## config.mk

```make
export PLATFORM = sky130hd
export DESIGN_NAME = timer_compare_bank
export DESIGN_NICKNAME = d
export VERILOG_FILES = /design/src/rtl/timer_compare_bank_pkg.sv /design/src/rtl/timer_compare_chan.sv /design/src/rtl/timer_compare_bank.sv
export SDC_FILE = /design/constraint.sdc
export NUM_CORES = 1
export LEC_CHECK = 0
export BUFFER_PORTS_ARGS = -buffer_cell sky130_fd_sc_hd__buf_2
export CAP_MARGIN = 5
export CORE_UTILIZATION = 50
export DETAILED_ROUTE_END_ITERATION = 10
export PLACE_DENSITY = 0.68
export RECOVER_POWER = 50
export SETUP_SLACK_MARGIN = 0.05
export SLEW_MARGIN = 0
export SYNTH_ARGS = -nofsm -noshare
export SYNTH_HDL_FRONTEND = slang
export SYNTH_SLANG_ARGS = --single-unit
export TNS_END_PERCENT = 100
```

## constraint.sdc

```tcl
create_clock -name clk -period 19.1 [get_ports clk]
set_input_delay 3.82 -clock clk [delete_from_list [all_inputs] [get_ports clk]]
set_output_delay 3.82 -clock clk [all_outputs]
set_load 0.02 [all_outputs]
```

## src/rtl/timer_compare_bank_pkg.sv

```systemverilog
// Shared register map and control-bit layout for the timer compare bank.
package timer_compare_bank_pkg;

  typedef enum logic [1:0] {
    REG_COMPARE = 2'd0,
    REG_PERIOD  = 2'd1,
    REG_CTRL    = 2'd2,
    REG_STATUS  = 2'd3
  } reg_sel_e;

  localparam int unsigned CTRL_W             = 2;
  localparam int unsigned CTRL_MODE_BIT      = 0;  // 0 one-shot, 1 periodic
  localparam int unsigned CTRL_IE_BIT        = 1;
  localparam int unsigned STATUS_PENDING_BIT = 0;

endpackage

```

## src/rtl/timer_compare_chan.sv

```systemverilog
// One compare channel: COMPARE/PERIOD/CTRL registers plus armed and pending state.
module timer_compare_chan
  import timer_compare_bank_pkg::*;
#(
  parameter int unsigned WIDTH = 32
) (
  input  logic              clk,
  input  logic              rst,
  input  logic [WIDTH-1:0]  count,
  input  logic [WIDTH-1:0]  wdata,
  input  logic              we_compare,
  input  logic              we_period,
  input  logic              we_ctrl,
  input  logic              we_status,
  output logic [WIDTH-1:0]  compare,
  output logic [WIDTH-1:0]  period,
  output logic [CTRL_W-1:0] ctrl,
  output logic              pending,
  output logic              irq
);

  logic armed;
  logic match;

  assign match = armed && (count == compare);
  assign irq   = pending && ctrl[CTRL_IE_BIT];

  // COMPARE write beats a match; a match beats a STATUS clear.
  always_ff @(posedge clk or posedge rst) begin
    if (rst) begin
      compare <= '1;
      period  <= '0;
      ctrl    <= '0;
      armed   <= 1'b1;
      pending <= 1'b0;
    end else begin
      if (we_period) period <= wdata;
      if (we_ctrl)   ctrl   <= wdata[CTRL_W-1:0];
      if (we_compare) begin
        compare <= wdata;
        armed   <= 1'b1;
        pending <= 1'b0;
      end else if (match) begin
        pending <= 1'b1;
        if (ctrl[CTRL_MODE_BIT]) compare <= compare + period;
        else                     armed   <= 1'b0;
      end else if (we_status && wdata[STATUS_PENDING_BIT]) begin
        pending <= 1'b0;
      end
    end
  end

endmodule

```

## src/rtl/timer_compare_bank.sv

```systemverilog
// Free-running counter shared by a bank of compare channels with a small register file.
module timer_compare_bank
  import timer_compare_bank_pkg::*;
#(
  parameter int unsigned WIDTH    = 32,
  parameter int unsigned CHANNELS = 4,
  parameter int unsigned ADDR_W   = 4
) (
  input  logic                clk,
  input  logic                rst,
  input  logic                count_en,
  input  logic                count_we,
  input  logic [WIDTH-1:0]    count_wdata,
  output logic [WIDTH-1:0]    count,
  input  logic                we,
  input  logic [ADDR_W-1:0]   addr,
  input  logic [WIDTH-1:0]    wdata,
  output logic [WIDTH-1:0]    rdata,
  output logic [CHANNELS-1:0] irq,
  output logic                irq_any
);

  localparam int unsigned CH_W   = (CHANNELS > 1) ? $clog2(CHANNELS) : 1;
  localparam int unsigned USED_W = $clog2(CHANNELS) + 2;

  reg_sel_e        reg_sel;
  logic [CH_W-1:0] chan_sel;
  int unsigned     chan_idx;
  logic            chan_ok;

  logic [WIDTH-1:0]  compare_r [CHANNELS];
  logic [WIDTH-1:0]  period_r  [CHANNELS];
  logic [CTRL_W-1:0] ctrl_r    [CHANNELS];
  logic [CHANNELS-1:0] pending_r;

  always_ff @(posedge clk or posedge rst) begin
    if (rst)           count <= '0;
    else if (count_we) count <= count_wdata;
    else if (count_en) count <= count + WIDTH'(1);
  end

  // A single-channel bank has no channel field, so only addr[1:0] is decoded.
  always_comb begin
    reg_sel  = reg_sel_e'(addr[1:0]);
    chan_sel = '0;
    if (CHANNELS > 1) chan_sel = addr[CH_W+1:2];
    chan_idx = 32'(chan_sel);
    chan_ok  = chan_idx < CHANNELS;
  end

  if (ADDR_W > USED_W) begin : g_unused_addr
    logic unused_addr;
    assign unused_addr = ^addr[ADDR_W-1:USED_W];
  end

  for (genvar i = 0; i < CHANNELS; i++) begin : g_chan
    logic sel;
    assign sel = we && chan_ok && (chan_idx == i);

    timer_compare_chan #(
      .WIDTH(WIDTH)
    ) u_chan (
      .clk        (clk),
      .rst        (rst),
      .count      (count),
      .wdata      (wdata),
      .we_compare (sel && (reg_sel == REG_COMPARE)),
      .we_period  (sel && (reg_sel == REG_PERIOD)),
      .we_ctrl    (sel && (reg_sel == REG_CTRL)),
      .we_status  (sel && (reg_sel == REG_STATUS)),
      .compare    (compare_r[i]),
      .period     (period_r[i]),
      .ctrl       (ctrl_r[i]),
      .pending    (pending_r[i]),
      .irq        (irq[i])
    );
  end

  always_comb begin
    rdata = '0;
    if (chan_ok) begin
      case (reg_sel)
        REG_COMPARE: rdata = compare_r[chan_sel];
        REG_PERIOD:  rdata = period_r[chan_sel];
        REG_CTRL:    rdata = WIDTH'(ctrl_r[chan_sel]);
        REG_STATUS:  rdata = WIDTH'(pending_r[chan_sel]);
        default:     rdata = '0;
      endcase
    end
  end

  assign irq_any = |irq;

endmodule
```

# Yosys cells after proc, flatten, opt, wreduce, memory -nomap -nowiden
# Index checks and enable logic that the tools add are counted.
# word_totals
reg_bits,304
in_bits,73
out_inout_bits,69
word_cells,149
# op_classes
n_addsub,5
order_cmp,2
n_eq_ne,14
mux,50
n_bitwise,1
n_reduce_logical,56
# ops
cell,count
2-to-1 mux 32 bit,18
adder 32 bit,4
binary-select mux 32 bit (select 2 bit),2
== test 32 bit,4
one-hot mux 32 bit (4 select lines),1
adder 32 x 1 -> 32 bit (second input constant),1
logical AND 1 bit,32
zero test 32 bit,1
2-to-1 mux 1 bit,25
nonzero test 2 bit,9
AND reduction 2 bit,8
nonzero test 3 bit,4
== test 2 bit (second input constant),4
!= test 2 x 1 -> 1 bit (second input constant),4
binary-select mux 2 bit (select 2 bit),1
== test 2 x 1 -> 1 bit (second input constant),2
2-to-1 mux 2 bit,2
OR reduction 4 bit,1
greater-or-equal comparator 3 bit (second input constant),1
less-than comparator 2 x 3 -> 1 bit (second input constant),1
NOT 2 -> 3 bit,1
binary-select mux 1 bit (select 2 bit),1
zero test 2 bit,1

# Longest topological paths before layout
# Gate-level depths: netlist of the first run.
# logic_depth
depth_word,7
depth_mapped,13
ltp_nobuf,12

# Modules after synthesis
# Synthesis of the first run repeated with hierarchy kept, for this count alone.
# unflattened
cells_unflattened,2442
area_unflattened_um2,23623.9
# by_module_without_submodules
module,instances,cells_per_inst,area_each_um2,seq_area_each_um2
timer_compare_chan at g_chan[1].u_chan ...,3,510,4879.7,1742.9
timer_compare_chan at g_chan[0].u_chan,1,510,4860.9,1742.9
timer_compare_bank,1,402,4124.0,800.8

# Worst setup path after synthesis of the first run
# Ideal clock, no wire load.
# synth_path
path_type,input -> output
startpoint,in addr[3]
endpoint,out rdata[0]
arrival_ps,5811
required_ps,15280
slack_ps,9469
stages,5
n_path_buf,3
path_cell_list,buf_2 > buf_1 > buf_1 > mux4_2 > mux4_2
# synth_between
elab_chain_len,5
word_cells_on_any_way,13
cone_classes,mux: 12; bitwise: 1
# synth_lines
item,line_no,text
"start, declared",timer_compare_bank.sv:16,"input logic [ADDR_W-1:0] addr,"
NOT 2 -> 3 bit (implied by the code),"timer_compare_bank.sv:83, timer_compare_bank.sv:84, timer_compare_bank.sv:85",
binary-select mux 2 bit (select 2 bit) (tied with other cells),timer_compare_bank.sv:85,REG_CTRL: rdata = WIDTH'(ctrl_r[chan_sel]);
2-to-1 mux 2 bit (implied by the code) (tied with other cells) (2 in a row),timer_compare_bank.sv:85,
one-hot mux 32 bit (4 select lines) (*),timer_compare_bank.sv:82,case (reg_sel)
"end, declared",timer_compare_bank.sv:18,"output logic [WIDTH-1:0] rdata,"
# Mark *: on every way between the ends. The rest lies on a longest branch, timed or not. The select of a mux whose other input is x is not followed.

# Worst setup path after layout of the first run
# layout_path
startpoint,in addr[1]
endpoint,out rdata[1]
# layout_between
elab_chain_len,2
word_cells_on_any_way,5
cone_classes,eq/ne: 3; mux: 1; reduce/logical: 1
# layout_lines
item,line_no
== test 2 bit (tied with other cells),timer_compare_bank.sv:82
one-hot mux 32 bit (4 select lines) (*),timer_compare_bank.sv:82
# Mark *: on every way between the ends. The rest lies on a longest branch, timed or not.

==> results of run 1 <==
## cell usage after synthesis, drive strengths merged (34+ instances only)
library cell    n
nand2         219
mux2i          63
xor2          183
mux4           68
ha            125
o21ai         191
clkbuf        106
nor2          211
buf            37
a21oi         196
a21o           55
nand3          42
xnor2          66
mux2          137
dfrtp         172
nor4           34
dfstp         132
## critical path: cells and delay by family
kind            cells  cell delay [ps]
compound gates      1              300
buf+inv             2             1940
simple gates        1              400
## final timing paths
path / start / to / slack, ps / cells after the start
min: g_chan[2].u_chan.armed / g_chan[2].u_chan.armed / 490 / 2
min in group asynchronous: rst / g_chan[3].u_chan.period[6] / 4870 / 2
max: addr[1] / rdata[1] / 8790 / 4
max in group asynchronous: rst / g_chan[3].u_chan.period[23] / 9580 / 3
max reg2reg: g_chan[3].u_chan.compare[0] / g_chan[3].u_chan.compare[30] / 15120 / 12
min reg2reg: g_chan[2].u_chan.armed / g_chan[2].u_chan.armed / 490 / 2
## metrics by stage
stage	power (mW)	area, um^2	hold WS, ps	util, %
floorplan	2.016	22850	458.6	-
global placement	2.406	23920	473.4	53.63
detailed placement	2.438	23920	482.3	53.63
CTS	3.221	25240	489.4	56.59
global route	3.432	25230	505.9	56.56
finish	3.263	25230	488.7	56.56
## routing by layer
| metal | global-route usage (%) | up-vias |
|---|---|---|
| met2 | 49.23 | 1206 |
| met3 | 9.006 | 182 |
| met5 | 0 | - |
| met1 | 50.34 | 9814 |
| li1 | - | 8854 |
| met4 | 14.49 | 0 |
## sequential cells by signal, indices dropped and copies added, names as in the netlist
| name | cells |
|---|---|
| g_chan.u_chan.period | 128 |
| g_chan.u_chan.armed | 4 |
| count | 32 |
| g_chan.u_chan.pending | 4 |
| g_chan.u_chan.ctrl | 8 |
| g_chan.u_chan.compare | 128 |
## cells by family after synthesis
| group | share of synthesized area [%] |
|---|---|
| flops | 34.02 |
| simple gates | 13.47 |
| fa+ha+maj | 7.195 |
| compound gates | 16.29 |
| buf+inv | 3.275 |
| mux | 16.21 |
| xor+xnor | 9.544 |
## power by group through the flow
stage | logic (mW) | clock network (mW) | registers [mW]
global route | 1.52 | 0.808 | 1.10
floorplan | 1.07 | 0 | 0.946
finish | 1.39 | 0.773 | 1.10
global placement | 1.32 | 0 | 1.08
detailed placement | 1.35 | 0 | 1.09
CTS | 1.36 | 0.781 | 1.08
## cell type report
class                      count  area (um^2)
clock inverter                18        262.8
fill                        3900        19380
tap                          592        740.7
inverter                      32        121.4
timing repair buffer         163        882.1
multi-input combinational   1927        14390
sequential                   304         7772
clock buffer                  50         1057
==> summary.md, run 1 <==
| Metric | Value |
|---|---|
| Status | `finished, violations left` |
| Violated checks | `capacitance limit, slew limit` |
| CTS Sinks | `between 300 and 400` |
| CTS Root Cell | `clkbuf_16` |
| Final instance count without filler cells | `3086` |
| Reg power frac | `around 34%` |
| Number of max-cap violations | `4` |
| RSZ-0062 raised after global routing | `false` |
| Largest net degree at the start of global routing | `between 100 and 150` |
| Placed cells | `approximately 3000` |
| Worst setup EP type | `output port` |
| Antenna violations before repair | `1` |
| Share of the synthesized area in the top cell type | `18.84%` |
| Gate power share | `42.7%` |
| LEAKAGE | `approximately 11 nW` |
| Syn avg cell area | `between 9 and 10 um^2` |
| Setup bufs post-CTS | `0` |
| Die Height | `about 220 um` |
| Pre-CTS WS | `9047 ps` |
| Final nets | `2667` |
| Int Power | `roughly 1.9 mW` |
| PostCTS Resize Cnt | `0` |
| Clock Path Buffers | `3` |
| Hold-fix buffers, CTS | `0` |
| Crit path arrival time | `6490 ps` |
| Routed wire length | `80520 um` |
| Synth Register Bits | `between 300 and 400` |
| Fmax | `96.97 MHz` |
| Yosys cell types | `just over 90` |
| M1 wire length | `between 30000 and 40000 um` |
| Actual slew at the worst max-slew pin | `roughly 5400 ps` |
| Net count after synthesis | `2610` |
| Inserted Diodes | `0` |
| Via density | `roughly 6.5` |
| Top sig layer | `met4` |
| Core footprint | `around 45000 um^2` |
| CTS tree | `built` |
| Port Buffers | `around 140` |
| Gpl congestion | `1.093` |
| Die area | `roughly 47000 um^2` |
| Gr ovfl total | `0` |
| Startpoint Class | `input port` |
| Vias | `about 20000` |
| Metal3 WL | `9995 um` |
| Setup_tns | `0 ps` |
| Ports | `about 140` |
| Mapped Cells | `2408` |
| Worst-Skew Late Latency | `570 ps` |
| WL per Instance | `~26 um` |
| DR WL met2 | `about 33000 um` |
| Req. time, crit path | `approximately 15000 ps` |
| Share of cells above drive strength 1 | `about a quarter` |
| Setup CP Type | `in -> out` |
| Initial Util | `roughly 51%` |
| Final hold vios | `0` |
| DRC errors left | `0` |
| Post-Syn Area | `~23000 um^2` |
| Crit Path Max Fanout | `between 40 and 50` |
| Dominant synthesized flop cell | `dfrtp_1` |
| Switching Power | `about 1.3 mW` |
| Switch share | `between 40% and 50%` |
| Largest stage delay, worst path | `between 1500 and 2000 ps` |
| Most common cell after layout, fill and taps aside | `nand2_1` |
| Slew HR | `-261.5%` |
| Final ANT Viol Nets | `0` |
| First-pass GRT wire length | `around 120000 um` |
| Worst-path clk slew | `roughly 60 ps` |
| Clock power share | `around a quarter` |
| Commonest cells after routing, fill and taps aside | `nand2_1 (219), nor2_1 (208), a21oi_1 (194), xor2_1 (183), o21ai_0 (179)` |
| Area grow syn2layout | `10.42%` |
| Most area-hungry cell type in the Yosys netlist | `dfrtp_1` |
| Seq/Total Area, Yosys | `between 30% and 40%` |
| Setup skew after layout | `between 20 and 30 ps` |
| Yosys synthesis warning count | `0` |
| TritonCTS buffer count | `37` |
| Final setup vio count | `0` |
| Final setup margin | `a little under 9000 ps` |
| EDFF count, synth | `0` |
| H-tree Lvls | `2` |
| Worst vdd ir | `64.94 uV` |
| Critical path, cell by cell | `clkbuf_1, nand2b_1, o22ai_1, buf_2` |
| Pwr per Cell Area | `roughly 130 nW/um^2` |
| Initial DRC count | `~2400` |
| Critical path's slowest cell | `clkbuf_1` |
| Asr flop ratio synth | `between 90% and 100%` |
| Synth area leaders | `dfrtp_1 (19%), dfstp_2 (15%), xor2_1 (7.0%)` |
| Tot GR Track Use | `34.86%` |
| Floorplan die width | `about 220 um` |
| Post-route clock period utilization | `a little over half` |
| Clock period minus worst slack | `between 10000 and 15000 ps` |
| Final HPWL DP | `60180 um` |
| Rows | `77` |
| Number of global-route vias before repair | `19044` |
| Max-slew violations | `~290` |
| Hold Path Class | `reg -> reg` |
| TritonRoute pass-1 iters | `5` |
(Power assumes the default switching activity.)
==> inputs of run 2 (changes only) <==
--- a/config.mk
+++ b/config.mk
@@ -9,7 +9,7 @@
 export CAP_MARGIN = 5
 export CORE_UTILIZATION = 50
 export DETAILED_ROUTE_END_ITERATION = 10
-export PLACE_DENSITY = 0.68
+export PLACE_DENSITY = 0.7
 export RECOVER_POWER = 50
 export SETUP_SLACK_MARGIN = 0.05
 export SLEW_MARGIN = 0
==> constraint.sdc (replaced) <==
create_clock -name clk -period 8.9 [get_ports clk]
set_input_delay 1.78 -clock clk [delete_from_list [all_inputs] [get_ports clk]]
set_output_delay 1.78 -clock clk [all_outputs]
set_load 0.02 [all_outputs]
==> run 2 against run 1 <==
The flow still finishes with violations (capacitance limit, slew limit). Non-clock buffer count decreased by 2. Clock power grew 120%. Core utilization barely moved. Global-route usage is 0.21 points lower. Combinational power increased by 110%. Cell count hardly changed. First-iteration DRC count shrank 15%. Wire length shrank 0.27%. Sequential share of layout area about the same. Die area is the same. Clock skew rose by 2.8 ps. Critical path type unchanged.
==> summary.md, run 2 (synthesis results as in run 1) <==
| Metric | Value |
|---|---|
| Inserted Diodes | `0 (unchanged)` |
| Worst vdd ir | `146.7 uV (was 64.94 uV)` |
| Violated checks | `capacitance limit, slew limit (unchanged)` |
| Actual slew at the worst max-slew pin | `3766 ps (was 5423 ps)` |
| FF-to-FF path depth | `12 (unchanged)` |
| Commonest cells after routing, fill and taps aside | `nand2_1 (219), nor2_1 (208), a21oi_1 (194), xor2_1 (183), o21ai_0 (179) (unchanged)` |
| Final Util | `56.57% (was 56.56%)` |
| Placed cell areas | `23900 um^2 (was 23920 um^2)` |
| Number of global-route vias before repair | `18875 (was 19044)` |
| Die Height | `215.8 um (unchanged)` |
| WL per Instance | `26.03 um (was 26.09 um)` |
| Crit path arrival time | `4410 ps (was 6490 ps)` |
| Rows | `77 (unchanged)` |
| R2r startpoint | `g_chan[3].u_chan.compare[0] (unchanged)` |
| Setup CP Type | `in -> out (unchanged)` |
| Startpoint Class | `input port (unchanged)` |
| Hold Crit Depth | `2 (unchanged)` |
| Gr ovfl total | `0 (unchanged)` |
| Fmax | `between 150 and 200 MHz` |
| Design Area, Final | `25230 um^2 (about the same)` |
| CTS Sinks | `304 (unchanged)` |
| Setup_tns | `0 ps (unchanged)` |
| H-tree Lvls | `2 (unchanged)` |
| Final hold vios | `0 (unchanged)` |
| Ports | `142 (unchanged)` |
| Port Buffers | `141 (unchanged)` |
| Vias | `19934 (was 20056)` |
| Number of max-cap violations | `5 (was 4)` |
| RSZ-0062 raised after global routing | `false (unchanged)` |
| Routed wire length | `80300 um (was 80520 um)` |
| Core footprint | `44610 um^2 (unchanged)` |
| DRC errors left | `0 (unchanged)` |
| Tot Pwr | `7.004 mW (was 3.263 mW)` |
| Tot GR Track Use | `34.65% (was 34.86%)` |
| Antenna violations before repair | `1 (unchanged)` |
| Status | `finished, violations left (unchanged)` |
| Reg-to-Reg End | `g_chan[3].u_chan.compare[30] (unchanged)` |
| Worst setup EP type | `output port (unchanged)` |
| Hold Path Class | `reg -> reg (unchanged)` |
| First-pass GRT wire length | `120400 um (was 121100 um)` |
| Initial Util | `51.22% (unchanged)` |
| Area grow syn2layout | `10.43% (was 10.42%)` |
| Final HPWL DP | `60490 um (was 60180 um)` |
| Clock period minus worst slack | `about 6200 ps` |
| Floorplan die width | `215.8 um (unchanged)` |
| LEAKAGE | `10.90 nW (was 10.89 nW)` |
| Worst-Skew Late Latency | `570 ps (about the same)` |
| Initial DRC count | `2018 (was 2375)` |
| TritonRoute pass-1 iters | `6 (was 5)` |
| Largest net degree at the start of global routing | `126 (was 130)` |
| Fillcell total | `3880 (was 3900)` |
| Crit Path Max Fanout | `43 (unchanged)` |
| Setup bufs post-CTS | `0 (unchanged)` |
| Setup skew after layout | `29.40 ps (was 26.64 ps)` |
| Min-delay src | `g_chan[3].u_chan.armed (was g_chan[2].u_chan.armed)` |
| Hold-fix buffers, CTS | `0 (unchanged)` |
| Most common cell after layout, fill and taps aside | `nand2_1 (unchanged)` |
| Largest regs | `g_chan.u_chan.compare (128), g_chan.u_chan.period (128), count (32) (unchanged)` |
| Req. time, crit path | `7120 ps (was 15280 ps)` |
| Hold Crit Endpoint | `g_chan[3].u_chan.armed (was g_chan[2].u_chan.armed)` |
| Share of cells above drive strength 1 | `24.23% (was 24.18%)` |
| TritonCTS buffer count | `38 (was 37)` |
| Clock Path Buffers | `3 (unchanged)` |
| CTS tree | `built (unchanged)` |
| CTS Root Cell | `clkbuf_16 (unchanged)` |
| Pwr per Cell Area | `277.6 nW/um^2 (was 129.3 nW/um^2)` |
| Via density | `6.462 (was 6.499)` |
| Post-route clock period utilization | `between 60% and 70%` |
| R2R setup slack | `5040 ps (was 15120 ps)` |
| Final nets | `2666 (was 2667)` |
| Worst-path clk slew | `60 ps (about the same)` |
| Final ANT Viol Nets | `0 (unchanged)` |
| Slew HR | `-151.0% (was -261.5%)` |
| Die area | `46560 um^2 (unchanged)` |
| PostCTS Resize Cnt | `0 (unchanged)` |
| Gpl congestion | `1.109 (was 1.093)` |
| Max-slew violations | `294 (was 288)` |
| Final setup vio count | `0 (unchanged)` |
[run 2: cell count changes in the layout (fill, tap and decap cells not counted)]
cell | previous run | this run
buf_4 | 22 | 18
clkbuf_1 | 10 | 8
clkbuf_8 | 4 | 6
clkinv_2 | 5 | 9
clkinv_4 | 1 | 3
clkinvlp_4 | 3 | 2
inv_6 | 3 | 1
[run 2: per-layer routing]
| layer | share of wire, % | track usage, % | up-vias |
|---|---|---|---|
| met3 | 11 | 8.964 | 182 |
| met5 | 0 | 0 | - |
| met2 | 41 | 48.71 | 1111 |
| met1 | 43 | 50.48 | 9794 |
| met4 | 4.1 | 13.74 | 0 |
| li1 | - | - | 8847 |
[run 2: worst max-delay path by stage]
stage | startpoint | end | slack [ps] | cells past startpoint
floorplan | rst | count[0] | 3180 | 1
global placement | addr[3] | rdata[17] | 2970 | 6
detailed placement | addr[3] | rdata[17] | 2920 | 6
CTS | addr[3] | rdata[17] | 2920 | 6
global route | rst | g_chan[1].u_chan.period[28] | 2580 | 4
finish | addr[1] | rdata[1] | 2710 | 4
[run 2: critical path, cell delays in order]
cell and delay [ps]:
clkbuf_1 1670, nand2b_1 390, o22ai_1 310, buf_2 250
[run 2: area by class of cell]
| class | instances | area [um^2] | share of cell area [%] |
|---|---|---|---|
| clock buffer | 48 | 1070 | 4.240 |
| tap | 592 | 740.7 | 2.935 |
| inverter | 32 | 121.4 | 0.4810 |
| clock inverter | 21 | 275.3 | 1.091 |
| multi-input combinational | 1927 | 14390 | 57.04 |
| sequential | 304 | 7772 | 30.80 |
| timing repair buffer | 161 | 859.6 | 3.407 |
[run 2: per-stage QoR]
step | std cells | worst slack (ps) | hold WS (ps)
floorplan | 2408 | 3185 | 458.6
global placement | 3016 | 2971 | 472.4
detailed placement | 3016 | 2925 | 483.1
CTS | 3085 | 2923 | 489.2
global route | 3085 | 2579 | 512.4
finish | 3085 | 2707 | 493.4
[run 2: where the power goes]
group	leakage, nW	internal (mW)	switching [mW]	total [mW]
Sequential	3.50	1.79	0.586	2.37
Combinational	6.73	1.32	1.64	2.96
Clock	0.664	1.03	0.647	1.68
Total	10.9	4.14	2.87	7.00
==> inputs of run 3 (changes only) <==
--- a/config.mk
+++ b/config.mk
@@ -9,7 +9,7 @@
 export CAP_MARGIN = 5
 export CORE_UTILIZATION = 50
 export DETAILED_ROUTE_END_ITERATION = 10
-export PLACE_DENSITY = 0.7
+export PLACE_DENSITY = 0.68
 export RECOVER_POWER = 50
 export SETUP_SLACK_MARGIN = 0.05
 export SLEW_MARGIN = 0
==> constraint.sdc (replaced) <==
create_clock -name clk -period 6.1 [get_ports clk]
set_input_delay 1.22 -clock clk [delete_from_list [all_inputs] [get_ports clk]]
set_output_delay 1.22 -clock clk [all_outputs]
set_load 0.02 [all_outputs]
==> run 3 against run 2 <==
The flow still finishes with violations (capacitance limit, slew limit). Total power up 47%. Sequential share of layout area about the same. Sequential cell count unchanged. Core utilization up 0.084 points. Sequential power up 46%. Non-clock buffer count down 1. Clock-buffer cell count up 5. Design area up 0.15%. Setup slack worse by 1600 ps. Wire length down 0.65%. Combinational power up 46%. Critical path type unchanged. Critical endpoint is now rdata[0]. Largest cell class unchanged.
==> summary.md, run 3 (synthesis results as in run 1) <==
| Metric | Value |
|---|---|
| Actual slew at the worst max-slew pin | `2265 ps (was 3766 ps)` |
| Pwr per Cell Area | `407.2 nW/um^2 (was 277.6 nW/um^2)` |
| R2r startpoint | `count[3] (was g_chan[3].u_chan.compare[0])` |
| Area grow syn2layout | `10.60% (was 10.43%)` |
| Routed wire length | `79780 um (was 80300 um)` |
| Die Height | `215.8 um (unchanged)` |
| FF-to-FF path depth | `10 (was 12)` |
| Initial Util | `51.22% (unchanged)` |
| TritonCTS buffer count | `38 (unchanged)` |
| Most common cell after layout, fill and taps aside | `nand2_1 (unchanged)` |
| Int Power | `6.116 mW (was 4.136 mW)` |
| RSZ-0062 raised after global routing | `false (unchanged)` |
| Final HPWL DP | `61160 um (was 60490 um)` |
| Gr ovfl total | `0 (unchanged)` |
| DRC errors left | `0 (unchanged)` |
| Largest regs | `g_chan.u_chan.compare (128), g_chan.u_chan.period (128), count (32) (unchanged)` |
| Largest net degree at the start of global routing | `155 (was 126)` |
| Hold-fix buffers, CTS | `0 (unchanged)` |
| Hold Crit Depth | `2 (unchanged)` |
| Clock period minus worst slack | `between 4000 and 5000 ps` |
| Clock Path Buffers | `3 (unchanged)` |
| Switch share | `40.57% (was 40.95%)` |
| Final setup vio count | `0 (unchanged)` |
| Hold Path Class | `reg -> reg (unchanged)` |
| Final ANT Viol Nets | `0 (unchanged)` |
| Switching Power | `4.175 mW (was 2.869 mW)` |
| Initial DRC count | `2132 (was 2018)` |
| Min-delay src | `g_chan[1].u_chan.armed (was g_chan[3].u_chan.armed)` |
| Ports | `142 (unchanged)` |
| CTS Root Cell | `clkbuf_16 (unchanged)` |
| Port Buffers | `141 (unchanged)` |
| Tot GR Track Use | `34.52% (was 34.65%)` |
| Reg power frac | `33.5% (was 33.9%)` |
| Startpoint Class | `input port (unchanged)` |
| PostCTS Resize Cnt | `0 (unchanged)` |
| Antenna violations before repair | `1 (unchanged)` |
| Worst-path clk slew | `60 ps (about the same)` |
| Setup skew after layout | `18.57 ps (was 29.40 ps)` |
| Violated checks | `capacitance limit, slew limit (unchanged)` |
| Share of cells above drive strength 1 | `23.87% (was 24.23%)` |
| Crit path arrival time | `3750 ps (was 4410 ps)` |
| Floorplan die width | `215.8 um (unchanged)` |
| Worst hold margin | `490.0 ps (was 493.4 ps)` |
| Number of max-cap violations | `1 (was 5)` |
| Commonest cells after routing, fill and taps aside | `nand2_1 (219), nor2_1 (208), a21oi_1 (194), xor2_1 (183), o21ai_0 (176) (was nand2_1 (219), nor2_1 (208), a21oi_1 (194), xor2_1 (183), o21ai_0 (179))` |
| H-tree Lvls | `2 (unchanged)` |
| Setup CP Type | `in -> out (unchanged)` |
| Via density | `6.441 (was 6.462)` |
| Core footprint | `44610 um^2 (unchanged)` |
| Worst vdd ir | `208.3 uV (was 146.7 uV)` |
| Inserted Diodes | `0 (unchanged)` |
| Status | `finished, violations left (unchanged)` |
| Vias | `19870 (was 19934)` |
| Crit Path Max Fanout | `40 (was 43)` |
| WL per Instance | `25.86 um (was 26.03 um)` |
| Worst-Skew Late Latency | `560 ps (was 570 ps)` |
| Clock power share | `24.6% (was 23.9%)` |
| LEAKAGE | `10.89 nW (was 10.90 nW)` |
| CTS tree | `built (unchanged)` |
| Worst setup EP type | `output port (unchanged)` |
| Setup_tns | `0 ps (unchanged)` |
| Die area | `46560 um^2 (unchanged)` |
| CTS Sinks | `304 (unchanged)` |
| Setup bufs post-CTS | `0 (unchanged)` |
| Slew HR | `-51.00% (was -151.0%)` |
| Post-route clock period utilization | `between 80 and 90%` |
| Final hold vios | `0 (unchanged)` |
| Gate power share | `41.9% (was 42.2%)` |
| First-pass GRT wire length | `120400 um (about the same)` |
| Max-slew violations | `65 (was 294)` |
| Number of global-route vias before repair | `19045 (was 18875)` |
| Final nets | `2665 (was 2666)` |
| Gpl congestion | `1.107 (was 1.109)` |
| Rows | `77 (unchanged)` |
| Crit. Startpoint | `addr[3] (was addr[1])` |
| Req. time, crit path | `4880 ps (was 7120 ps)` |
| Fmax | `a little over 200 MHz` |
| TritonRoute pass-1 iters | `5 (was 6)` |
## run 3: power by group through the flow
stage	clock [mW]	sequential [mW]	combinational, mW
2_1_floorplan	0	2.96	3.35
3_3_place_gp	0	3.41	4.13
3_5_place_dp	0	3.41	4.20
4_1_cts	2.56	3.38	4.24
5_1_grt	2.63	3.47	4.72
6_report	2.53	3.45	4.32
## run 3: layout make-up
type | count | area (um^2)
fill | 3945 | 19340
multi-input combinational | 1927 | 14390
sequential | 304 | 7772
clock buffer | 53 | 1121
timing repair buffer | 160 | 848.3
tap | 592 | 740.7
clock inverter | 17 | 272.8
inverter | 32 | 121.4
## run 3: critical path, stage by stage
cell	delay, ps
buf_4	550
clkbuf_1	730
mux4_2	590
mux4_2	470
buf_2	180
## run 3: per-layer routing
metal / track usage (%) / wire length, um
met1: 51.50 / 35020
met2: 48.18 / 32530
met3: 7.639 / 9191
met4: 13.36 / 3040
met5: 0 / 0
## run 3: worst paths after layout
path                                                end  slack (ps)
max reg2reg                g_chan[2].u_chan.compare[24]        1300
max                                            rdata[0]        1130
min in group asynchronous    g_chan[0].u_chan.period[3]         830
min reg2reg                      g_chan[1].u_chan.armed         490
max in group asynchronous   g_chan[1].u_chan.period[29]        3850
min                              g_chan[1].u_chan.armed         490
## run 3: through the flow
stage | total power, mW | setup slack [ps] | cells | utilization, % | area, um^2
detailed placement | 7.615 | 1508 | 3015 | 53.57 | 23900
global placement | 7.536 | 1561 | 3015 | 53.57 | 23900
floorplan | 6.313 | 944.8 | 2408 | - | 22850
CTS | 10.18 | 1509 | 3085 | 56.70 | 25290
finish | 10.29 | 1131 | 3085 | 56.65 | 25270
global route | 10.81 | 889.7 | 3085 | 56.65 | 25270
